`config.mk`:
```
export PLATFORM = sky130hd
export DESIGN_NAME = seg_serial_rx_flat
export DESIGN_NICKNAME = d
export VERILOG_FILES = /design/src/rtl/seg_serial_rx_if.sv /design/src/rtl/seg_serial_rx.sv /design/src/flat_wrapper.sv
export SDC_FILE = /design/constraint.sdc
export NUM_CORES = 1
export LEC_CHECK = 0
export ABC_CLOCK_PERIOD_IN_PS = 3500
export CORE_ASPECT_RATIO = 1.1
export CORE_MARGIN = 3
export CORE_UTILIZATION = 58
export CTS_BUF_LIST = sky130_fd_sc_hd__clkbuf_8 sky130_fd_sc_hd__clkbuf_16
export CTS_CLUSTER_SIZE = 10
export DETAILED_ROUTE_END_ITERATION = 12
export MAX_ROUTING_LAYER = met4
export PLACE_DENSITY = 0.85
export SKIP_CTS_REPAIR_TIMING = 1
export SYNTH_ARGS = -nofsm -noshare
export SYNTH_HDL_FRONTEND = slang
export SYNTH_SLANG_ARGS = --single-unit
```
`constraint.sdc`:
```
create_clock -name clk_100mhz -period 3.5 [get_ports clk_100mhz]
set_clock_uncertainty 0.15 [all_clocks]
set_input_delay 1.05 -clock clk_100mhz [delete_from_list [all_inputs] [get_ports clk_100mhz]]
set_output_delay 1.05 -clock clk_100mhz [all_outputs]
set_load 0.005 [all_outputs]
```
`src/rtl/seg_serial_rx_if.sv`:
```
// Seven-segment serial link bundle: four link wires in, latched frame word and status out.
// master drives the link and observes the frame; slave is the receiver.
interface seg_serial_rx_if #(
    parameter int N_BITS = 64,
    parameter int CNT_W  = 7
);
    logic              seg_clk;
    logic              seg_dt;
    logic              seg_en;
    logic              seg_clr;
    logic [N_BITS-1:0] frame;
    logic              frame_vld;
    logic              frame_err;
    logic [CNT_W-1:0]  bit_cnt;
    logic [7:0]        err_cnt;

    modport master (
        output seg_clk, seg_dt, seg_en, seg_clr,
        input  frame, frame_vld, frame_err, bit_cnt, err_cnt
    );

    modport slave (
        input  seg_clk, seg_dt, seg_en, seg_clr,
        output frame, frame_vld, frame_err, bit_cnt, err_cnt
    );
endinterface

```
`src/rtl/seg_serial_rx.sv`:
```
// Oversampling receiver for the SEGCLK/SEGDT/SEGEN/SEGCLR link; SEG_RX_ERRCNT_EN adds an errored-frame counter.
// Latency: shift lands 3 clk_100mhz edges after a seg_clk rise; frame_vld is high in the 4th cycle after a seg_en rise.
// Backpressure: none; the link is push-only and every latch is presented for exactly one cycle.
module seg_serial_rx #(
    parameter int N_BITS = 64,
    parameter int CNT_W  = 7
) (
    input  logic           clk_100mhz,
    input  logic           rst,
    seg_serial_rx_if.slave link
);
    typedef enum logic [1:0] {IDLE, SHIFT, LATCH} state_t;

    localparam logic [CNT_W-1:0] CNT_MAX  = '1;
    localparam logic [CNT_W-1:0] CNT_FULL = CNT_W'(N_BITS);

    // seg_clk and seg_en need a history flop for edge detection; data and
    // clear are level-sampled, so they stop after the two sync stages.
    logic [2:0]        clk_sh;
    logic [2:0]        en_sh;
    logic [1:0]        dt_sh;
    logic [1:0]        clr_sh;
    logic              clk_rise;
    logic              en_rise;
    logic              dt_sync;
    logic              clr_sync;

    state_t            state;
    logic [N_BITS-1:0] shreg;
    logic [N_BITS-1:0] shreg_nx;
    logic [CNT_W-1:0]  cnt_q;
    logic [CNT_W-1:0]  cnt_nx;
    logic [N_BITS-1:0] frame_q;
    logic              frame_vld_q;
    logic              frame_err_q;
    logic              latch_go;
    logic              err_nx;

    assign clk_rise = clk_sh[1] & ~clk_sh[2];
    assign en_rise  = en_sh[1] & ~en_sh[2];
    assign dt_sync  = dt_sh[1];
    assign clr_sync = clr_sh[1];

    always_ff @(posedge clk_100mhz) begin
        if (rst) begin
            clk_sh <= '0;
            en_sh  <= '0;
            dt_sh  <= '0;
            clr_sh <= '1;
        end else begin
            clk_sh <= {clk_sh[1:0], link.seg_clk};
            en_sh  <= {en_sh[1:0], link.seg_en};
            dt_sh  <= {dt_sh[0], link.seg_dt};
            clr_sh <= {clr_sh[0], link.seg_clr};
        end
    end

    // Post-shift view, so a latch on the same edge as a shift includes that bit.
    always_comb begin
        shreg_nx = shreg;
        cnt_nx   = cnt_q;
        if (clk_rise) begin
            shreg_nx = {shreg[N_BITS-2:0], dt_sync};
            cnt_nx   = (cnt_q == CNT_MAX) ? cnt_q : cnt_q + 1'b1;
        end
    end

    assign latch_go = clr_sync && en_rise && (state != LATCH);
    assign err_nx   = (cnt_nx != CNT_FULL);

    always_ff @(posedge clk_100mhz) begin
        if (rst) begin
            state       <= IDLE;
            shreg       <= '0;
            cnt_q       <= '0;
            frame_q     <= '0;
            frame_vld_q <= 1'b0;
            frame_err_q <= 1'b0;
        end else begin
            frame_vld_q <= 1'b0;
            if (!clr_sync) begin
                state <= IDLE;
                shreg <= '0;
                cnt_q <= '0;
            end else begin
                case (state)
                    IDLE, SHIFT: begin
                        if (en_rise) begin
                            state       <= LATCH;
                            shreg       <= shreg_nx;
                            cnt_q       <= '0;
                            frame_q     <= shreg_nx;
                            frame_err_q <= err_nx;
                            frame_vld_q <= 1'b1;
                        end else if (clk_rise) begin
                            state <= SHIFT;
                            shreg <= shreg_nx;
                            cnt_q <= cnt_nx;
                        end
                    end
                    LATCH: begin
                        state <= IDLE;
                    end
                    default: begin
                        state <= IDLE;
                    end
                endcase
            end
        end
    end

`ifdef SEG_RX_ERRCNT_EN
    logic [7:0] err_cnt_q;

    always_ff @(posedge clk_100mhz) begin
        if (rst) begin
            err_cnt_q <= 8'd0;
        end else if (latch_go && err_nx && (err_cnt_q != 8'hFF)) begin
            err_cnt_q <= err_cnt_q + 8'd1;
        end
    end

    assign link.err_cnt = err_cnt_q;
`else
    assign link.err_cnt = 8'd0;
`endif

    assign link.frame     = frame_q;
    assign link.frame_vld = frame_vld_q;
    assign link.frame_err = frame_err_q;
    assign link.bit_cnt   = cnt_q;
endmodule

```
`src/flat_wrapper.sv`:
```
// flat-port wrapper written by rule: the top's interface ports become plain ports
module seg_serial_rx_flat 
#(
    parameter int N_BITS = 64,
    parameter int CNT_W  = 7
)
  (clk_100mhz, rst, link_seg_clk, link_seg_dt, link_seg_en, link_seg_clr, link_frame, link_frame_vld, link_frame_err, link_bit_cnt, link_err_cnt);
  seg_serial_rx_if #(.N_BITS(N_BITS), .CNT_W(CNT_W)) link_i ();
  input  logic clk_100mhz;
  input  logic rst;
  input wire logic [$bits(link_i.seg_clk)-1:0] link_seg_clk;
  input wire logic [$bits(link_i.seg_dt)-1:0] link_seg_dt;
  input wire logic [$bits(link_i.seg_en)-1:0] link_seg_en;
  input wire logic [$bits(link_i.seg_clr)-1:0] link_seg_clr;
  output wire logic [$bits(link_i.frame)-1:0] link_frame;
  output wire logic [$bits(link_i.frame_vld)-1:0] link_frame_vld;
  output wire logic [$bits(link_i.frame_err)-1:0] link_frame_err;
  output wire logic [$bits(link_i.bit_cnt)-1:0] link_bit_cnt;
  output wire logic [$bits(link_i.err_cnt)-1:0] link_err_cnt;
  assign link_i.seg_clk = link_seg_clk;
  assign link_i.seg_dt = link_seg_dt;
  assign link_i.seg_en = link_seg_en;
  assign link_i.seg_clr = link_seg_clr;
  assign link_frame = link_i.frame;
  assign link_frame_vld = link_i.frame_vld;
  assign link_frame_err = link_i.frame_err;
  assign link_bit_cnt = link_i.bit_cnt;
  assign link_err_cnt = link_i.err_cnt;
  seg_serial_rx #(.N_BITS(N_BITS), .CNT_W(CNT_W)) u_core (.clk_100mhz(clk_100mhz), .rst(rst), .link(link_i));
endmodule
```
==> results.ini <==
[floorplan]
start_util_pct=61.2
die_y_um=112
die_area_um2=11400
die_w_um=102
rows=37
ioPinCount=87
coreArea_um2=9630

[worst_setup_path]
worstPathRequired_ps=2300
cp_max_fo=9
slowest_delay_ps=600
critPathBufInv=1
worstSetupEndpointType=output port
worstPathCellList=clkdlybuf4s50_1
start_kind=register
r2r-start=u_core.clk_sh[2]
arrival_ps=1640
critPathLaunch=u_core.link.bit_cnt[4]
cp_slowest_cell=clkdlybuf4s50_1
path_class=reg2out
crit_family=buffers and inverters

[synth]
synth_mux_area_share_pct=0.361
syn_inst=743
yosysWarnings=0
synth_top_family_by_area=simple AND/OR/NAND/NOR gates
synth-seq-cells=148
yosys_most_used_dff=dfxtp_1
synthArstFlopShare_pct=0
yosys.area_share.xor_xnor_pct=0.297
synth_compound_area_share_pct=17.1
postSynthAreaPerCell_um2=7.94
yosys.area_share.adder_pct=0.212
synth_cell_types=34
synth_simple_gate_area_share_pct=25.3
syn_area_um2=5900
yosysSeqAreaShare_pct=50.2
synth_edf_count=0

[timing]
slew_headroom_pct=48.6
clock.fmax_ghz=0.352
timing.final.max_slew_violations=0
tightest_slew_ps=771
rsz0062_at_grt=false
finalHoldViolations=0
setup_ws_ps=657
finalWorstPathRequiredPeriod_ps=2840
tns_ps=0
finalCritPeriodShare_pct=81.2
finalSetupViolCount=0

[final_layout]
syn_to_final_growth_pct=22.8
antenna_cells=0
drive_gt1_share_pct=6.88
finalNetCount=794
fin_cells=917
fillCellCount=690

[routing]
drt_iter0_drc=360
drtAntennaViolNets=0
first_pass_iters=5
via_count=5292
wl_per_cell_um=15.0
routed_wl_mm=13.8
drc=0
vias_per_cell=5.77

[grt]
grt_first_pass_wirelength_mm=23.6
gr-total-overflow=0
track_usage_pct=25.9
grt_max_degree=79
grt_pass1_vias=5070
antenna_found_initial=0

[power_and_ir_drop]
p_per_area_nw_per_um2=557
power_frac_seq_pct=43.5
leakage_nw=2.24
pwr-share-comb_pct=6.1
p_switching_uw=857
p_sw_share_pct=21.2
ir_drop_mv=0.317
p_clk_share_pct=50.4
internal_power_mw=3.18

[clocking]
cts_buffers=17
cts_max_level=4
tritoncts=yes
root_buffer=clkbuf_8
insertion_delay_ps=520
clock-sinks=148
path_clk_slew_ps=60
cts.path.max_buffers=2

[place]
gp_congestion=0.784
pre_cts_ws_ps=1200
dp_cells=885
port_buffers=78
hpwlAfterDp_mm=8.09

[hold_path]
min_from=u_core.clr_sh[0]
min_path_type=reg2reg

[outcome]
status=finished, final reports clean

[run]
maxCapViolCount=0

final cells by class:
| class | count | area (um^2) | area share, % |
|---|---|---|---|
| Sequential cell | 148 | 2960 | 40.9 |
| Multi-Input combinational cell | 532 | 2610 | 36.1 |
| Timing Repair Buffer | 88 | 851 | 11.7 |
| Clock buffer | 19 | 442 | 6.10 |
| Clock inverter | 13 | 228 | 3.14 |
| Tap cell | 117 | 146 | 2.02 |
registers in the layout (all words and copies together) (netlist names):
| name | count |
|---|---|
| u_core.shreg | 64 |
| u_core.clk_sh | 3 |
| u_core.link.frame | 64 |
| u_core.state | 1 |
| u_core.link.frame_err | 1 |
| u_core.link.frame_vld | 1 |
| u_core.en_sh | 3 |
| u_core.link.bit_cnt | 7 |
| u_core.clr_sh | 2 |
| u_core.dt_sh | 2 |
routing by layer:
metal | up-vias | global-route usage (%) | part of all wire, %
met2 | 185 | 40.7 | 50
met3 | 29 | 5.76 | 5.1
met5 | - | - | 0
met1 | 2490 | 32.3 | 43
met4 | 0 | 10.1 | 2.0
li1 | 2588 | - | -
cells in the mapped netlist (all sizes together) (2+ instances only):
cell	n	area, um^2
nor3b	2	25.0
nor4	2	12.5
nor2b	10	62.6
clkbuf	24	91.3
nand2b	5	38.8
nand3	4	20.0
buf	46	283
nor3	5	25.0
a21oi	69	345
nand2	263	987
or2	3	18.8
dfxtp	148	2960
xnor2	2	17.5
a311oi	67	587
a22oi	2	15.0
a31oi	2	12.5
and3	2	12.5
nor2	73	277
o21ai	4	20.0
metrics by stage:
step	hold WS [ps]	util (%)	cell area (um^2)	power, mW
floorplan	239	-	5920	1.93
global placement	243	68.3	6570	2.03
detailed placement	246	68.3	6570	2.03
CTS	276	75.2	7240	4.04
global route	302	75.2	7240	4.15
finish	273	75.2	7240	4.03
cells in the final DEF (no fill, tap or decap), drive strengths merged, types with 6 or more instances in the layout:
| cell type | netlist | layout |
|---|---|---|
| a21oi | 69 | 69 |
| a311oi | 67 | 67 |
| buf | 46 | 11 |
| bufinv | 0 | 6 |
| clkbuf | 24 | 19 |
| clkdlybuf4s50 | 0 | 77 |
| conb | 1 | 8 |
| dfxtp | 148 | 148 |
| nand2 | 263 | 263 |
| nor2 | 73 | 73 |
| nor2b | 10 | 10 |
power by group through the flow:
stage / sequential [mW] / clock (mW) / combinational, mW
after global routing: 1.76 / 2.12 / 0.271
after global placement: 1.79 / 0 / 0.238
after CTS: 1.75 / 2.04 / 0.247
after detailed placement: 1.79 / 0 / 0.245
final: 1.75 / 2.03 / 0.246
after floorplan: 1.79 / 0 / 0.147
final timing paths:
kind	end	slack, ps	cells past startpoint
setup / recovery	link_bit_cnt[4]	660	1
hold / removal	u_core.clr_sh[1]	270	1
setup reg to reg	u_core.link.frame[46]	1300	4
hold reg to reg	u_core.clr_sh[1]	270	1
kinds of logic (layout without fill, tap and decap cells):
kind of cell / count (synthesis) / in the layout
flip-flops: 148 / 148
XOR/XNOR: 2 / 2
AND/OR/NAND/NOR: 371 / 371
adder cells (fa/ha/maj): 1 / 1
other: 1 / 8
multiplexers: 2 / 2
AO/OA/AOI/OAI: 148 / 148
buffers and inverters: 70 / 120
Note: power is estimated with default switching activity, not from simulation.
